==> src/rtl/id_to_ex_pipeline_pkg.sv <==
// Shared types and widths for the ID/EX pipeline register.
// Control bundle is packed so a bubble is simply '0.
package id_to_ex_pipeline_pkg;

  localparam int DATA_W   = 32;
  localparam int ADDR_W   = 5;
  localparam int ALU_OP_W = 4;

  typedef enum logic [ALU_OP_W-1:0] {
    ALU_NOP = 4'd0,
    ALU_ADD = 4'd1,
    ALU_SUB = 4'd2,
    ALU_AND = 4'd3,
    ALU_OR  = 4'd4,
    ALU_XOR = 4'd5,
    ALU_SLT = 4'd6,
    ALU_SLL = 4'd7,
    ALU_SRL = 4'd8
  } alu_op_e;

  typedef struct packed {
    alu_op_e alu_op;
    logic    alu_src;
    logic    mem_read;
    logic    mem_write;
    logic    reg_write;
    logic    mem_to_reg;
  } ex_ctrl_t;

  typedef enum logic [1:0] {
    M_LOAD,
    M_HOLD,
    M_BUBBLE
  } mode_e;

  // r0 is hardwired, so a write to it never bypasses
  function automatic logic wb_hit(
    input logic              we,
    input logic [ADDR_W-1:0] wa,
    input logic [ADDR_W-1:0] ra
  );
    return we & (wa != '0) & (wa == ra);
  endfunction

endpackage

==> src/rtl/id_to_ex_pipeline_if.sv <==
// ID-side inputs, WB bypass and EX-side outputs of the ID/EX register.
// master drives ID/WB/control, slave is the pipeline register itself.
interface id_to_ex_pipeline_if #(
  parameter int CNT_W = 16
);
  import id_to_ex_pipeline_pkg::*;

  logic                stall_i;
  logic                flush_i;
  logic                id_valid_i;
  logic [ADDR_W-1:0]   id_rs_addr_i;
  logic [ADDR_W-1:0]   id_rt_addr_i;
  logic [DATA_W-1:0]   id_rs_data_i;
  logic [DATA_W-1:0]   id_rt_data_i;
  logic                id_uses_rs_i;
  logic                id_uses_rt_i;
  logic [ADDR_W-1:0]   id_dst_addr_i;
  logic [DATA_W-1:0]   id_imm_i;
  logic [ALU_OP_W-1:0] id_alu_op_i;
  logic                id_alu_src_i;
  logic                id_mem_read_i;
  logic                id_mem_write_i;
  logic                id_reg_write_i;
  logic                id_mem_to_reg_i;
  logic                wb_reg_write_i;
  logic [ADDR_W-1:0]   wb_addr_i;
  logic [DATA_W-1:0]   wb_data_i;

  logic                ex_valid_o;
  logic [ADDR_W-1:0]   ex_rs_addr_o;
  logic [ADDR_W-1:0]   ex_rt_addr_o;
  logic [DATA_W-1:0]   ex_rs_data_o;
  logic [DATA_W-1:0]   ex_rt_data_o;
  logic [ADDR_W-1:0]   ex_dst_addr_o;
  logic [DATA_W-1:0]   ex_imm_o;
  logic [ALU_OP_W-1:0] ex_alu_op_o;
  logic                ex_alu_src_o;
  logic                ex_mem_read_o;
  logic                ex_mem_write_o;
  logic                ex_reg_write_o;
  logic                ex_mem_to_reg_o;
  logic                load_use_stall_o;
  logic [CNT_W-1:0]    bubble_count_o;

  modport master (
    output stall_i, flush_i, id_valid_i,
    output id_rs_addr_i, id_rt_addr_i,
    output id_rs_data_i, id_rt_data_i,
    output id_uses_rs_i, id_uses_rt_i,
    output id_dst_addr_i, id_imm_i, id_alu_op_i,
    output id_alu_src_i, id_mem_read_i,
    output id_mem_write_i, id_reg_write_i,
    output id_mem_to_reg_i,
    output wb_reg_write_i, wb_addr_i, wb_data_i,
    input  ex_valid_o, ex_rs_addr_o, ex_rt_addr_o,
    input  ex_rs_data_o, ex_rt_data_o,
    input  ex_dst_addr_o, ex_imm_o, ex_alu_op_o,
    input  ex_alu_src_o, ex_mem_read_o,
    input  ex_mem_write_o, ex_reg_write_o,
    input  ex_mem_to_reg_o,
    input  load_use_stall_o, bubble_count_o
  );

  modport slave (
    input  stall_i, flush_i, id_valid_i,
    input  id_rs_addr_i, id_rt_addr_i,
    input  id_rs_data_i, id_rt_data_i,
    input  id_uses_rs_i, id_uses_rt_i,
    input  id_dst_addr_i, id_imm_i, id_alu_op_i,
    input  id_alu_src_i, id_mem_read_i,
    input  id_mem_write_i, id_reg_write_i,
    input  id_mem_to_reg_i,
    input  wb_reg_write_i, wb_addr_i, wb_data_i,
    output ex_valid_o, ex_rs_addr_o, ex_rt_addr_o,
    output ex_rs_data_o, ex_rt_data_o,
    output ex_dst_addr_o, ex_imm_o, ex_alu_op_o,
    output ex_alu_src_o, ex_mem_read_o,
    output ex_mem_write_o, ex_reg_write_o,
    output ex_mem_to_reg_o,
    output load_use_stall_o, bubble_count_o
  );

endinterface

==> src/rtl/id_to_ex_pipeline_operand_refresh.sv <==
// Operand source select with write-first WB bypass.
// Held operand tracks its own address; fresh operand tracks ID's.
module id_ex_operand_refresh
  import id_to_ex_pipeline_pkg::*;
(
  input  logic              hold_i,
  input  logic [ADDR_W-1:0] id_addr_i,
  input  logic [DATA_W-1:0] id_data_i,
  input  logic [ADDR_W-1:0] ex_addr_i,
  input  logic [DATA_W-1:0] ex_data_i,
  input  logic              wb_we_i,
  input  logic [ADDR_W-1:0] wb_addr_i,
  input  logic [DATA_W-1:0] wb_data_i,
  output logic [DATA_W-1:0] data_o
);

  logic [ADDR_W-1:0] sel_addr;
  logic [DATA_W-1:0] sel_data;

  assign sel_addr = hold_i ? ex_addr_i : id_addr_i;
  assign sel_data = hold_i ? ex_data_i : id_data_i;

  assign data_o = wb_hit(wb_we_i, wb_addr_i, sel_addr)
                ? wb_data_i : sel_data;

endmodule

==> src/rtl/id_to_ex_pipeline.sv <==
// ID/EX pipeline register with load-use bubble insertion,
// stall hold, branch flush and WB operand refresh.
module id_to_ex_pipeline
  import id_to_ex_pipeline_pkg::*;
#(
  parameter int CNT_W = 16
) (
  input logic          clk_i,
  input logic          rst_n_i,
  id_to_ex_pipeline_if.slave bus
);

  logic              valid_q, valid_d;
  ex_ctrl_t          ctrl_q, ctrl_d, id_ctrl;
  logic [ADDR_W-1:0] rs_addr_q, rs_addr_d;
  logic [ADDR_W-1:0] rt_addr_q, rt_addr_d;
  logic [ADDR_W-1:0] dst_q, dst_d;
  logic [DATA_W-1:0] rs_data_q, rs_data_d;
  logic [DATA_W-1:0] rt_data_q, rt_data_d;
  logic [DATA_W-1:0] imm_q, imm_d;
  logic [CNT_W-1:0]  cnt_q, cnt_d;
  logic [DATA_W-1:0] rs_sel, rt_sel;
  logic              rs_dep, rt_dep;
  logic              hazard, lu_stall;
  logic              id_v;
  mode_e             mode;

  assign id_v   = bus.id_valid_i;
  assign rs_dep = bus.id_uses_rs_i
                & (bus.id_rs_addr_i == dst_q);
  assign rt_dep = bus.id_uses_rt_i
                & (bus.id_rt_addr_i == dst_q);

  assign hazard = valid_q & ctrl_q.mem_read
                & ctrl_q.reg_write & id_v
                & (rs_dep | rt_dep);

  assign lu_stall = hazard & ~bus.flush_i
                  & ~bus.stall_i;

  always_comb begin
    mode = M_LOAD;
    if (bus.stall_i) begin
      mode = M_HOLD;
    end else if (bus.flush_i || hazard) begin
      mode = M_BUBBLE;
    end
  end

  always_comb begin
    id_ctrl            = '0;
    id_ctrl.alu_op     = alu_op_e'(bus.id_alu_op_i
                       & {ALU_OP_W{id_v}});
    id_ctrl.alu_src    = bus.id_alu_src_i & id_v;
    id_ctrl.mem_read   = bus.id_mem_read_i & id_v;
    id_ctrl.mem_write  = bus.id_mem_write_i & id_v;
    id_ctrl.mem_to_reg = bus.id_mem_to_reg_i & id_v;
    // r0 must never look like a forwarding source
    id_ctrl.reg_write  = bus.id_reg_write_i & id_v
                       & (bus.id_dst_addr_i != '0);
  end

  id_ex_operand_refresh u_rs (
    .hold_i    (bus.stall_i),
    .id_addr_i (bus.id_rs_addr_i),
    .id_data_i (bus.id_rs_data_i),
    .ex_addr_i (rs_addr_q),
    .ex_data_i (rs_data_q),
    .wb_we_i   (bus.wb_reg_write_i),
    .wb_addr_i (bus.wb_addr_i),
    .wb_data_i (bus.wb_data_i),
    .data_o    (rs_sel)
  );

  id_ex_operand_refresh u_rt (
    .hold_i    (bus.stall_i),
    .id_addr_i (bus.id_rt_addr_i),
    .id_data_i (bus.id_rt_data_i),
    .ex_addr_i (rt_addr_q),
    .ex_data_i (rt_data_q),
    .wb_we_i   (bus.wb_reg_write_i),
    .wb_addr_i (bus.wb_addr_i),
    .wb_data_i (bus.wb_data_i),
    .data_o    (rt_sel)
  );

  always_comb begin
    valid_d   = valid_q;
    ctrl_d    = ctrl_q;
    rs_addr_d = rs_addr_q;
    rt_addr_d = rt_addr_q;
    dst_d     = dst_q;
    imm_d     = imm_q;
    rs_data_d = rs_sel;
    rt_data_d = rt_sel;
    cnt_d     = cnt_q;
    unique case (mode)
      M_HOLD: begin
      end
      M_BUBBLE: begin
        valid_d   = 1'b0;
        ctrl_d    = '0;
        rs_addr_d = '0;
        rt_addr_d = '0;
        dst_d     = '0;
        imm_d     = '0;
        rs_data_d = '0;
        rt_data_d = '0;
        if (lu_stall && !(&cnt_q)) begin
          cnt_d = cnt_q + 1'b1;
        end
      end
      default: begin
        valid_d   = id_v;
        ctrl_d    = id_ctrl;
        rs_addr_d = bus.id_rs_addr_i;
        rt_addr_d = bus.id_rt_addr_i;
        dst_d     = bus.id_dst_addr_i;
        imm_d     = bus.id_imm_i;
      end
    endcase
  end

  always_ff @(posedge clk_i or negedge rst_n_i) begin
    if (!rst_n_i) begin
      valid_q   <= 1'b0;
      ctrl_q    <= '0;
      rs_addr_q <= '0;
      rt_addr_q <= '0;
      dst_q     <= '0;
      imm_q     <= '0;
      rs_data_q <= '0;
      rt_data_q <= '0;
      cnt_q     <= '0;
    end else begin
      valid_q   <= valid_d;
      ctrl_q    <= ctrl_d;
      rs_addr_q <= rs_addr_d;
      rt_addr_q <= rt_addr_d;
      dst_q     <= dst_d;
      imm_q     <= imm_d;
      rs_data_q <= rs_data_d;
      rt_data_q <= rt_data_d;
      cnt_q     <= cnt_d;
    end
  end

  assign bus.ex_valid_o       = valid_q;
  assign bus.ex_rs_addr_o     = rs_addr_q;
  assign bus.ex_rt_addr_o     = rt_addr_q;
  assign bus.ex_rs_data_o     = rs_data_q;
  assign bus.ex_rt_data_o     = rt_data_q;
  assign bus.ex_dst_addr_o    = dst_q;
  assign bus.ex_imm_o         = imm_q;
  assign bus.ex_alu_op_o      = ctrl_q.alu_op;
  assign bus.ex_alu_src_o     = ctrl_q.alu_src;
  assign bus.ex_mem_read_o    = ctrl_q.mem_read;
  assign bus.ex_mem_write_o   = ctrl_q.mem_write;
  assign bus.ex_reg_write_o   = ctrl_q.reg_write;
  assign bus.ex_mem_to_reg_o  = ctrl_q.mem_to_reg;
  assign bus.load_use_stall_o = lu_stall;
  assign bus.bubble_count_o   = cnt_q;

endmodule
==> src/flat_wrapper.sv <==
// flat-port wrapper written by rule: the top's interface ports become plain ports
module id_to_ex_pipeline_flat import id_to_ex_pipeline_pkg::*;
#(
  parameter int CNT_W = 16
)
  (clk_i, rst_n_i, bus_stall_i, bus_flush_i, bus_id_valid_i, bus_id_rs_addr_i, bus_id_rt_addr_i, bus_id_rs_data_i, bus_id_rt_data_i, bus_id_uses_rs_i, bus_id_uses_rt_i, bus_id_dst_addr_i, bus_id_imm_i, bus_id_alu_op_i, bus_id_alu_src_i, bus_id_mem_read_i, bus_id_mem_write_i, bus_id_reg_write_i, bus_id_mem_to_reg_i, bus_wb_reg_write_i, bus_wb_addr_i, bus_wb_data_i, bus_ex_valid_o, bus_ex_rs_addr_o, bus_ex_rt_addr_o, bus_ex_rs_data_o, bus_ex_rt_data_o, bus_ex_dst_addr_o, bus_ex_imm_o, bus_ex_alu_op_o, bus_ex_alu_src_o, bus_ex_mem_read_o, bus_ex_mem_write_o, bus_ex_reg_write_o, bus_ex_mem_to_reg_o, bus_load_use_stall_o, bus_bubble_count_o);
  id_to_ex_pipeline_if #(.CNT_W(CNT_W)) bus_i ();
  input logic clk_i;
  input logic rst_n_i;
  input wire logic [$bits(bus_i.stall_i)-1:0] bus_stall_i;
  input wire logic [$bits(bus_i.flush_i)-1:0] bus_flush_i;
  input wire logic [$bits(bus_i.id_valid_i)-1:0] bus_id_valid_i;
  input wire logic [$bits(bus_i.id_rs_addr_i)-1:0] bus_id_rs_addr_i;
  input wire logic [$bits(bus_i.id_rt_addr_i)-1:0] bus_id_rt_addr_i;
  input wire logic [$bits(bus_i.id_rs_data_i)-1:0] bus_id_rs_data_i;
  input wire logic [$bits(bus_i.id_rt_data_i)-1:0] bus_id_rt_data_i;
  input wire logic [$bits(bus_i.id_uses_rs_i)-1:0] bus_id_uses_rs_i;
  input wire logic [$bits(bus_i.id_uses_rt_i)-1:0] bus_id_uses_rt_i;
  input wire logic [$bits(bus_i.id_dst_addr_i)-1:0] bus_id_dst_addr_i;
  input wire logic [$bits(bus_i.id_imm_i)-1:0] bus_id_imm_i;
  input wire logic [$bits(bus_i.id_alu_op_i)-1:0] bus_id_alu_op_i;
  input wire logic [$bits(bus_i.id_alu_src_i)-1:0] bus_id_alu_src_i;
  input wire logic [$bits(bus_i.id_mem_read_i)-1:0] bus_id_mem_read_i;
  input wire logic [$bits(bus_i.id_mem_write_i)-1:0] bus_id_mem_write_i;
  input wire logic [$bits(bus_i.id_reg_write_i)-1:0] bus_id_reg_write_i;
  input wire logic [$bits(bus_i.id_mem_to_reg_i)-1:0] bus_id_mem_to_reg_i;
  input wire logic [$bits(bus_i.wb_reg_write_i)-1:0] bus_wb_reg_write_i;
  input wire logic [$bits(bus_i.wb_addr_i)-1:0] bus_wb_addr_i;
  input wire logic [$bits(bus_i.wb_data_i)-1:0] bus_wb_data_i;
  output wire logic [$bits(bus_i.ex_valid_o)-1:0] bus_ex_valid_o;
  output wire logic [$bits(bus_i.ex_rs_addr_o)-1:0] bus_ex_rs_addr_o;
  output wire logic [$bits(bus_i.ex_rt_addr_o)-1:0] bus_ex_rt_addr_o;
  output wire logic [$bits(bus_i.ex_rs_data_o)-1:0] bus_ex_rs_data_o;
  output wire logic [$bits(bus_i.ex_rt_data_o)-1:0] bus_ex_rt_data_o;
  output wire logic [$bits(bus_i.ex_dst_addr_o)-1:0] bus_ex_dst_addr_o;
  output wire logic [$bits(bus_i.ex_imm_o)-1:0] bus_ex_imm_o;
  output wire logic [$bits(bus_i.ex_alu_op_o)-1:0] bus_ex_alu_op_o;
  output wire logic [$bits(bus_i.ex_alu_src_o)-1:0] bus_ex_alu_src_o;
  output wire logic [$bits(bus_i.ex_mem_read_o)-1:0] bus_ex_mem_read_o;
  output wire logic [$bits(bus_i.ex_mem_write_o)-1:0] bus_ex_mem_write_o;
  output wire logic [$bits(bus_i.ex_reg_write_o)-1:0] bus_ex_reg_write_o;
  output wire logic [$bits(bus_i.ex_mem_to_reg_o)-1:0] bus_ex_mem_to_reg_o;
  output wire logic [$bits(bus_i.load_use_stall_o)-1:0] bus_load_use_stall_o;
  output wire logic [$bits(bus_i.bubble_count_o)-1:0] bus_bubble_count_o;
  assign bus_i.stall_i = bus_stall_i;
  assign bus_i.flush_i = bus_flush_i;
  assign bus_i.id_valid_i = bus_id_valid_i;
  assign bus_i.id_rs_addr_i = bus_id_rs_addr_i;
  assign bus_i.id_rt_addr_i = bus_id_rt_addr_i;
  assign bus_i.id_rs_data_i = bus_id_rs_data_i;
  assign bus_i.id_rt_data_i = bus_id_rt_data_i;
  assign bus_i.id_uses_rs_i = bus_id_uses_rs_i;
  assign bus_i.id_uses_rt_i = bus_id_uses_rt_i;
  assign bus_i.id_dst_addr_i = bus_id_dst_addr_i;
  assign bus_i.id_imm_i = bus_id_imm_i;
  assign bus_i.id_alu_op_i = bus_id_alu_op_i;
  assign bus_i.id_alu_src_i = bus_id_alu_src_i;
  assign bus_i.id_mem_read_i = bus_id_mem_read_i;
  assign bus_i.id_mem_write_i = bus_id_mem_write_i;
  assign bus_i.id_reg_write_i = bus_id_reg_write_i;
  assign bus_i.id_mem_to_reg_i = bus_id_mem_to_reg_i;
  assign bus_i.wb_reg_write_i = bus_wb_reg_write_i;
  assign bus_i.wb_addr_i = bus_wb_addr_i;
  assign bus_i.wb_data_i = bus_wb_data_i;
  assign bus_ex_valid_o = bus_i.ex_valid_o;
  assign bus_ex_rs_addr_o = bus_i.ex_rs_addr_o;
  assign bus_ex_rt_addr_o = bus_i.ex_rt_addr_o;
  assign bus_ex_rs_data_o = bus_i.ex_rs_data_o;
  assign bus_ex_rt_data_o = bus_i.ex_rt_data_o;
  assign bus_ex_dst_addr_o = bus_i.ex_dst_addr_o;
  assign bus_ex_imm_o = bus_i.ex_imm_o;
  assign bus_ex_alu_op_o = bus_i.ex_alu_op_o;
  assign bus_ex_alu_src_o = bus_i.ex_alu_src_o;
  assign bus_ex_mem_read_o = bus_i.ex_mem_read_o;
  assign bus_ex_mem_write_o = bus_i.ex_mem_write_o;
  assign bus_ex_reg_write_o = bus_i.ex_reg_write_o;
  assign bus_ex_mem_to_reg_o = bus_i.ex_mem_to_reg_o;
  assign bus_load_use_stall_o = bus_i.load_use_stall_o;
  assign bus_bubble_count_o = bus_i.bubble_count_o;
  id_to_ex_pipeline #(.CNT_W(CNT_W)) u_core (.clk_i(clk_i), .rst_n_i(rst_n_i), .bus(bus_i));
endmodule
==> config.mk <==
export PLATFORM = sky130hd
export DESIGN_NAME = id_to_ex_pipeline_flat
export DESIGN_NICKNAME = d
export VERILOG_FILES = /design/src/rtl/id_to_ex_pipeline_pkg.sv /design/src/rtl/id_to_ex_pipeline_if.sv /design/src/rtl/id_to_ex_pipeline_operand_refresh.sv /design/src/rtl/id_to_ex_pipeline.sv /design/src/flat_wrapper.sv
export SDC_FILE = /design/constraint.sdc
export NUM_CORES = 1
export LEC_CHECK = 0
export CORE_UTILIZATION = 40
export CTS_CLUSTER_DIAMETER = 200
export DETAILED_ROUTE_END_ITERATION = 6
export GPL_ROUTABILITY_DRIVEN = 0
export PLACE_DENSITY = 0.77
export SYNTH_ARGS = -nofsm -noshare
export SYNTH_HDL_FRONTEND = slang
export SYNTH_SLANG_ARGS = --single-unit
export TNS_END_PERCENT = 30
==> constraint.sdc <==
create_clock -name clk_i -period 2.5 [get_ports clk_i]
set_input_delay 0.25 -clock clk_i [delete_from_list [all_inputs] [get_ports clk_i]]
set_output_delay 0.25 -clock clk_i [all_outputs]
set_load 0.01 [all_outputs]
## Yosys cells after proc, flatten, opt, wreduce, memory -nomap -nowiden

Index checks and enable logic that the tools add are counted.

| operators by class | value |
|---|---|
| bitwise logic cells | 21 |
| muxes and demuxes | 16 |
| add/subtract/negate cells | 1 |
| reductions and logical operators | 7 |
| eq/ne operators | 8 |

Operators by type and width:

| cell | count |
|---|---|
| 2-to-1 mux 32 bit | 6 |
| one-hot mux 32 bit (2 select lines) | 1 |
| one-hot mux 5 bit (2 select lines) | 3 |
| == test 5 bit | 4 |
| one-hot mux 9 bit (2 select lines) | 1 |
| bitwise AND 1 bit | 17 |
| adder 16 x 1 -> 16 bit (second input constant) | 1 |
| AND reduction 16 bit | 1 |
| 2-to-1 mux 5 bit | 2 |
| nonzero test 5 bit | 2 |
| != test 3 x 1 -> 1 bit (second input constant) | 2 |
| bitwise AND 4 bit | 1 |
| 2-to-1 mux 2 bit | 2 |
| == test 2 x 1 -> 1 bit (second input constant) | 1 |
| == test 2 bit (second input constant) | 1 |
| inverter 1 bit | 2 |
| one-hot mux 1 bit (2 select lines) | 1 |
| AND reduction 2 bit | 1 |
| logical AND 1 bit | 1 |
| logical NOT 1 bit | 1 |
| logical OR 1 bit | 1 |
| OR 1 bit | 1 |

| word-level totals | value |
|---|---|
| bits in registers | 137 |
| word-level logic and storage cells | 67 |
| input bits | 165 |

## Logic depth before layout (Yosys ltp)

Gate-level depths: netlist of run 1.

| logic depth | value |
|---|---|
| word-level depth | 9 |
| depth in mapped cells | 10 |
| depth with buffers taken out | 7 |

## Cells and area by module

Synthesis of run 1 repeated with hierarchy kept, for this count alone.

| second synthesis, totals | value |
|---|---|
| cells, all modules | 536 |
| area, all modules | 7160.6 um2 |

By module, submodules not included:

| module | cells an instance | area each (um2) | instances |
|---|---|---|---|
| id_to_ex_pipeline | 364 | 5108.6 | 1 |
| id_ex_operand_refresh | 86 | 1026.0 | 2 |

## Worst setup path after synthesis of run 1

Ideal clock, no wire load.

| timing | value |
|---|---|
| path kind | reg2reg |
| start point | register u_core.dst_q[1] (netlist: u_core.bus.ex_dst_addr_o[1]) |
| end point | register u_core.cnt_q[14] (netlist: u_core.bus.bubble_count_o[14]) |
| arrival | 1.724 ns |
| path buffers | 0 |
| library setup time | 0.125 ns |
| slack | 0.651 ns |
| required time | 2.375 ns |
| period minus slack after synthesis | 1.849 ns |
| stages on the path, launching flop included | 7 |
| cell sequence | dfrtp_1 xor2_1 nor3_1 a22o_1 nand2_1 nor4_1 mux2_2 |

| between the ends | value |
|---|---|
| cells in the longest elaborated chain, start to end | 9 |

Ends and longest elaborated chain:

| element | RTL line | text |
|---|---|---|
| from (decl) | id_to_ex_pipeline.sv:17 | `logic [ADDR_W-1:0] dst_q, dst_d;` |
| from (signal assigned) | id_to_ex_pipeline.sv:140 | `dst_q <= dst_d;` |
| == test 5 bit (on tied branches) | id_to_ex_pipeline.sv:30, id_to_ex_pipeline.sv:32 |  |
| bitwise AND 1 bit (on tied branches) | id_to_ex_pipeline.sv:30, id_to_ex_pipeline.sv:32 |  |
| OR 1 bit * | id_to_ex_pipeline.sv:36 | `& (rs_dep \| rt_dep);` |
| bitwise AND 1 bit * | id_to_ex_pipeline.sv:36 |  |
| logical OR 1 bit | id_to_ex_pipeline.sv:45 | `end else if (bus.flush_i \|\| hazard) begin` |
| 2-to-1 mux 2 bit | id_to_ex_pipeline.sv:45 |  |
| 2-to-1 mux 2 bit | id_to_ex_pipeline.sv:43 | `if (bus.stall_i) begin` |
| == test 2 bit | id_to_ex_pipeline.sv:97 | `unique case (mode)` |
| AND reduction 2 bit (no source line) * | - |  |
| to (signal assigned) | id_to_ex_pipeline.sv:144 | `cnt_q <= cnt_d;` |
| to (decl) | id_to_ex_pipeline.sv:21 | `logic [CNT_W-1:0] cnt_q, cnt_d;` |

Every way passes the cells marked *; elsewhere a longest branch is shown, timed or not.
A chain may end at the register's enable or synchronous reset.

## Worst setup path in the final report of run 1

| timing | value |
|---|---|
| start point | register u_core.dst_q[2] (netlist: u_core.bus.ex_dst_addr_o[2]) |
| end point | output bus_load_use_stall_o |

| between the ends | value |
|---|---|
| cells in the longest elaborated chain, start to end | 6 |

Ends and longest elaborated chain:

| element | RTL line | text |
|---|---|---|
| == test 5 bit (on tied branches) | id_to_ex_pipeline.sv:30, id_to_ex_pipeline.sv:32 |  |
| bitwise AND 1 bit (on tied branches) | id_to_ex_pipeline.sv:30, id_to_ex_pipeline.sv:32 |  |
| OR 1 bit * | id_to_ex_pipeline.sv:36 |  |
| bitwise AND 1 bit * | id_to_ex_pipeline.sv:36 |  |
| bitwise AND 1 bit * | id_to_ex_pipeline.sv:38 | `assign lu_stall = hazard & ~bus.flush_i` |
| bitwise AND 1 bit * | id_to_ex_pipeline.sv:39 | `& ~bus.stall_i;` |
| to (decl) | flat_wrapper.sv:43 | `output wire logic [$bits(bus_i.load_use_stall_o)-1:0] bus_load_use_stall_o;` |

Marks and branches as above.

==> results.cfg, run 1 <==
[route]
avgViaCountPerCell = 5.438
drc = 0
wl_per_cell_um = 18.53
wl_met2_um = 10530
postRouteAntennaNets = 0
drtIter0Drc = 363
drt_wl_total_um = 21210
dr_wl_met3_um = 1148
wl_met1_um = 9170
num_vias = 6227
topRoutingLayerUsed = met4
dr.pass1.iters = 6

[timing]
min_period_ns = 2.244
grt_setup_unrepaired = false
hold_viol = 0
tns_ns = 0
slew_violations = 0
hold_ws_ns = 0.2864
setup_viol = 0
finClkSkew_ns = 0.008714
maxSlewHeadroom_pct = 27.65
tightest_slew_ns = 1.085
worst_slack_ns = 0.2564
max_freq_mhz = 445.7
fin_crit_sh_pct = 89.74

[die]
io_pins = 303
dieArea_sq_um = 17590
start_util_pct = 41.01
core_sq_um = 16640
die_y_um = 132.6
die_w_um = 132.6
rows = 47

[yosys]
ys_seq_elements = 137
syn_area_per_cell_sq_um = 11.03
synth_cells = 619
synth_cell_types = 34
synthFlopType = dfrtp_1
yosysWarnings = 0
syn_nets = 785
synth_edf_count = 0
synth_async_sr_flop_share_pct = 100.0
yosysSeqAreaShare_pct = 50.23
synthesis.area_sq_um = 6825

[finish]
seq_area_sq_um = 3431
design_area_sq_um = 10720
multi_input_area_sq_um = 3060
antenna_cells = 0
n_fill_cell = 1360
syn_to_final_growth_pct = 57.01
fin_nets = 1078
fin_util_pct = 64.39
drive_above_1_share_pct = 8.000
fin_cells = 1145
final_common_cell = clkdlybuf4s50_1
final_cell_mix = 299 x clkdlybuf4s50_1, 136 x nand3_1, 135 x dfrtp_1

[setup_path]
arrival_ns = 1.99
r2r_cells = 7
worst_setup_path_start_kind = flip-flop
cp_max_fo = 3
cp-end-kind = output port
reg2reg_setup_slack_ns = 0.51
regToRegEndpoint = u_core.bus.bubble_count_o[15]
path_class = reg2out
crit-reg2reg-launch = u_core.bus.ex_dst_addr_o[2]
required_ns = 2.25

[pwr]
swShare_pct = 25.74
ir_drop_mv = 0.4181
power.leakage_nw = 4.537
pwr-share-seq_pct = 39.5
clockPowerShare_pct = 41.1
p_per_area_nw_per_um2 = 587.9
power.internal_mw = 4.679
totalPowerFinal_mw = 6.300
power.switching_mw = 1.621
p_comb_share_pct = 19.5

[grt]
grt.total_usage_pct = 24.56
grt_max_degree = 114
grt_pass1_wl_um = 33910
antenna_found_initial = 0
overflow = 0
grt_pass1_vias = 6258

[clocking]
h-tree-depth = 4
cts-buffers-inserted = 17
clkSlewWorstSetupHoldPaths_ns = 0.06
cts-root-buf = clkbuf_16
clk_latency_ns = 0.42
cts.sinks = 137
clockBufferDepth = 2
cts_tree = yes

[job]
maxCapViolations = 0

[min_path]
hold_class = in2reg
holdPathStages = 3
hold_path.startpoint = bus_stall_i
holdPathEnd = u_core.bus.ex_rt_data_o[11]

[placed_design]
dp_hpwl_um = 14910
place_ws_ns = 0.09588
dpl_cell_area_sq_um = 10080
io_buffers = 302
dp.cells = 1110

[outcome]
status = finished, final reports clean
## critical path, stage by stage (launching register included)
cell           delay (ns)
dfrtp_1              0.43
xnor2_1              0.20
and4_4               0.27
a22o_1               0.18
nand2_1              0.12
inv_1                0.11
dlygate4sd2_1        0.27
## layer usage
| metal | GRT usage [%] | up-vias |
|---|---|---|
| met1 | 31.66 | 3097 |
| met4 | 7.727 | 0 |
| li1 | - | 2910 |
| met3 | 5.670 | 23 |
| met2 | 40.88 | 197 |
| met5 | 0 | - |
## cell usage after synthesis, types with 4 or more instances
| library cell | n | share of area (%) |
|---|---|---|
| nand4_1 | 5 | 0.46 |
| xor2_1 | 11 | 1.4 |
| o211ai_1 | 61 | 6.7 |
| mux2i_1 | 74 | 11 |
| clkbuf_1 | 29 | 1.6 |
| xnor2_1 | 22 | 2.8 |
| buf_2 | 15 | 1.1 |
| buf_12 | 5 | 1.5 |
| dfrtp_1 | 137 | 50 |
| inv_1 | 5 | 0.28 |
| buf_6 | 4 | 0.66 |
| a22o_1 | 56 | 7.2 |
| nand3_1 | 137 | 10 |
| nand2_1 | 7 | 0.39 |
| nor3_1 | 8 | 0.59 |
| nor2_1 | 19 | 1.0 |
## cell type report
class	count	area share, %
sequential	137	32.01
tap	220	2.569
timing repair buffer	329	31.07
multi-input combinational	422	28.56
clock buffer	19	4.040
inverter	5	0.1751
clock inverter	13	1.576
## power groups by stage
stage               Combinational (mW)  Sequential (mW)  Clock (mW)
global route                      1.32             2.50        2.73
floorplan                        0.367             2.59           0
CTS                               1.24             2.48        2.64
detailed placement                1.22             2.52           0
global placement                  1.21             2.52           0
finish                            1.23             2.49        2.59
## cell families after synthesis
family          after synthesis  share of synthesized area, %
compound gates              126                         15.14
simple gates                186                         13.66
fa+ha+maj                     1                        0.1833
xor+xnor                     33                         4.235
flops                       137                         50.23
mux                          76                         11.18
buf+inv                      60                         5.371
## state kept, by name, summed over array words and instances (netlist names)
signal                      flops
u_core.bus.ex_alu_src_o         1
u_core.bus.ex_rt_addr_o         5
u_core.bus.ex_mem_read_o        1
u_core.bus.ex_alu_op_o          4
u_core.bus.ex_mem_write_o       1
u_core.bus.ex_dst_addr_o        5
u_core.bus.ex_reg_write_o       1
u_core.bus.bubble_count_o      16
u_core.bus.ex_imm_o            32
u_core.bus.ex_mem_to_reg_o      1
u_core.bus.ex_rs_addr_o         5
u_core.bus.ex_rt_data_o        32
u_core.bus.ex_valid_o           1
u_core.bus.ex_rs_data_o        32
## how the worst max path moves through the flow
stage	depth (start not counted)	start	slack, ns	endpoint
after floorplan	6	u_core.bus.ex_dst_addr_o[1]	0.65	u_core.bus.bubble_count_o[14]
after global placement	7	bus_id_rt_addr_i[2]	0.16	bus_load_use_stall_o
after detailed placement	7	bus_id_rt_addr_i[2]	0.1	bus_load_use_stall_o
after CTS	6	u_core.bus.ex_dst_addr_o[0]	0.24	bus_load_use_stall_o
after global routing	6	u_core.bus.ex_reg_write_o	0.11	bus_load_use_stall_o
final	6	u_core.bus.ex_dst_addr_o[2]	0.26	bus_load_use_stall_o
## timing repair
item / CTS / global route
gates resized for setup: 6 / 0
hold buffers: 1 / 0
buffers inserted: 2 / 0
endpoints found under the setup margin: 1 / 0
endpoints found under the hold margin: 47 / 0
Power figures use the tool's default switching activity.
==> run 2: changes to the inputs <==
--- a/config.mk
+++ b/config.mk
@@ -10,6 +10,7 @@
 export DETAILED_ROUTE_END_ITERATION = 6
 export GPL_ROUTABILITY_DRIVEN = 0
 export PLACE_DENSITY = 0.77
+export SKIP_CTS_REPAIR_TIMING = 1
 export SYNTH_ARGS = -nofsm -noshare
 export SYNTH_HDL_FRONTEND = slang
 export SYNTH_SLANG_ARGS = --single-unit
==> constraint.sdc (replaced) <==
create_clock -name clk_i -period 2.5 [get_ports clk_i]
set_input_delay 0.25 -clock clk_i [delete_from_list [all_inputs] [get_ports clk_i]]
set_output_delay 0.25 -clock clk_i [all_outputs]
set_load 0.02 [all_outputs]
==> run 2 against run 1 <==
Compared with the run above:
- via count is essentially flat
- sequential power about the same
- fmax is essentially flat
- critical path type unchanged
- highest routed layer unchanged
==> results.cfg, run 2 (synthesis results as in run 1) <==
[placed_design]
io_buffers = 302
dp.cells = 1117
dp_hpwl_um = 15030

[timing]
max_freq_mhz = 445.4
maxSlewHeadroom_pct = 26.24
hold_ws_ns = 0.2843
tns_ns = 0
slew_violations = 0
finClkSkew_ns = 0.008757
min_period_ns = 2.245
grt_setup_unrepaired = false
tightest_slew_ns = 1.106
setup_viol = 0
fin_crit_sh_pct = 89.80
hold_viol = 0

[die]
rows = 47
dieArea_sq_um = 17590
die_w_um = 132.6
core_sq_um = 16640
die_y_um = 132.6
start_util_pct = 41.01
io_pins = 303

[setup_path]
path_class = reg2out
worst_setup_path_start_kind = flip-flop
cp-startpoint = u_core.bus.ex_dst_addr_o[2]
crit-reg2reg-launch = u_core.bus.ex_dst_addr_o[2]
cp-end-kind = output port
cp_max_fo = 4
arrival_ns = 2.00
required_ns = 2.25

[pwr]
power.leakage_nw = 4.584
ir_drop_mv = 0.4362
totalPowerFinal_mw = 6.268
p_per_area_nw_per_um2 = 582.6

[grt]
grt_max_degree = 116
antenna_found_initial = 0
grt_pass1_vias = 6268
overflow = 0
grt.total_usage_pct = 24.49
grt_pass1_wl_um = 33820

[clocking]
clk_latency_ns = 0.42
h-tree-depth = 4
clkSlewWorstSetupHoldPaths_ns = 0.06
cts_tree = yes
cts.sinks = 137
clockBufferDepth = 2
cts-root-buf = clkbuf_16
cts-buffers-inserted = 17

[finish]
drive_above_1_share_pct = 8.387
n_fill_cell = 1383
fin_nets = 1083
fin_cells = 1150
fin_util_pct = 64.65
final_common_cell = clkdlybuf4s50_1
seq_area_sq_um = 3428
antenna_cells = 0
syn_to_final_growth_pct = 57.64
final_cell_mix = 299 x clkdlybuf4s50_1, 137 x dfrtp_1, 136 x nand3_1
multi_input_area_sq_um = 3063

[route]
num_vias = 6228
postRouteAntennaNets = 0
drc = 0
avgViaCountPerCell = 5.416
wl_per_cell_um = 18.28
drtIter0Drc = 351
dr.pass1.iters = 4
drt_wl_total_um = 21020

[min_path]
hold_path.startpoint = bus_stall_i
hold_class = in2reg

[outcome]
status = finished, final reports clean

[job]
maxCapViolations = 0
-- run 2: cell types whose count changed in the layout (fill, tap and decap cells not counted), sizes merged --
cell,previous run,this run
inv,8,7
clkinv,3,7
buf,28,33
bufinv,3,1
clkinvlp,4,3
dlygate4sd2,1,0
dlymetal6s2s,0,1
-- run 2: through the flow --
step	area, sq um	setup slack [ns]
after global placement	10170	0.08857
after global routing	10760	0.1573
after floorplan	6825	0.5937
final	10760	0.2550
after CTS	10740	-0.1203
after detailed placement	10170	0.04786
-- run 2: layout make-up --
class	instances	share of cell area (%)
Tap cell	220	2.558
Timing Repair Buffer	334	31.68
Inverter	5	0.1744
Clock buffer	19	4.117
Clock inverter	13	1.140
Multi-Input combinational cell	422	28.47
Sequential cell	137	31.86
-- run 2: where the power goes --
group	internal [mW]	total [mW]	leakage [nW]	switching [mW]
logic	0.725	1.36	2.53	0.637
clock network	1.40	2.42	0.271	1.01
registers	2.38	2.49	1.78	0.106
-- run 2: path summary, 6_finish.rpt --
path / end / slack [ns] / cells past startpoint
setup / recovery: bus_load_use_stall_o / 0.25 / 6
hold / removal: u_core.bus.ex_rs_addr_o[1] / 0.28 / 2
setup reg to reg: u_core.bus.ex_rt_data_o[28] / 0.38 / 6
hold reg to reg: u_core.bus.bubble_count_o[11] / 0.50 / 1
max in group asynchronous: u_core.bus.ex_rt_data_o[9] / 1.48 / 3
min in group asynchronous: u_core.bus.ex_alu_op_o[3] / 0.35 / 2
-- run 2: metal layers --
| metal | vias to the layer above | share of wire, % | track usage, % |
|---|---|---|---|
| li1 | 2931 | - | - |
| met1 | 3017 | 42 | 30.89 |
| met3 | 43 | 6.0 | 5.747 |
| met4 | 0 | 3.3 | 10.79 |
| met5 | - | 0 | 0 |
| met2 | 237 | 48 | 40.06 |
-- run 2: worst max-delay path, cell delays in order (launching register included) --
cell	delay [ns]
dfrtp_1	0.45
xnor2_1	0.18
and4_1	0.29
a22o_1	0.22
nand2_1	0.10
inv_1	0.10
dlymetal6s2s_1	0.23
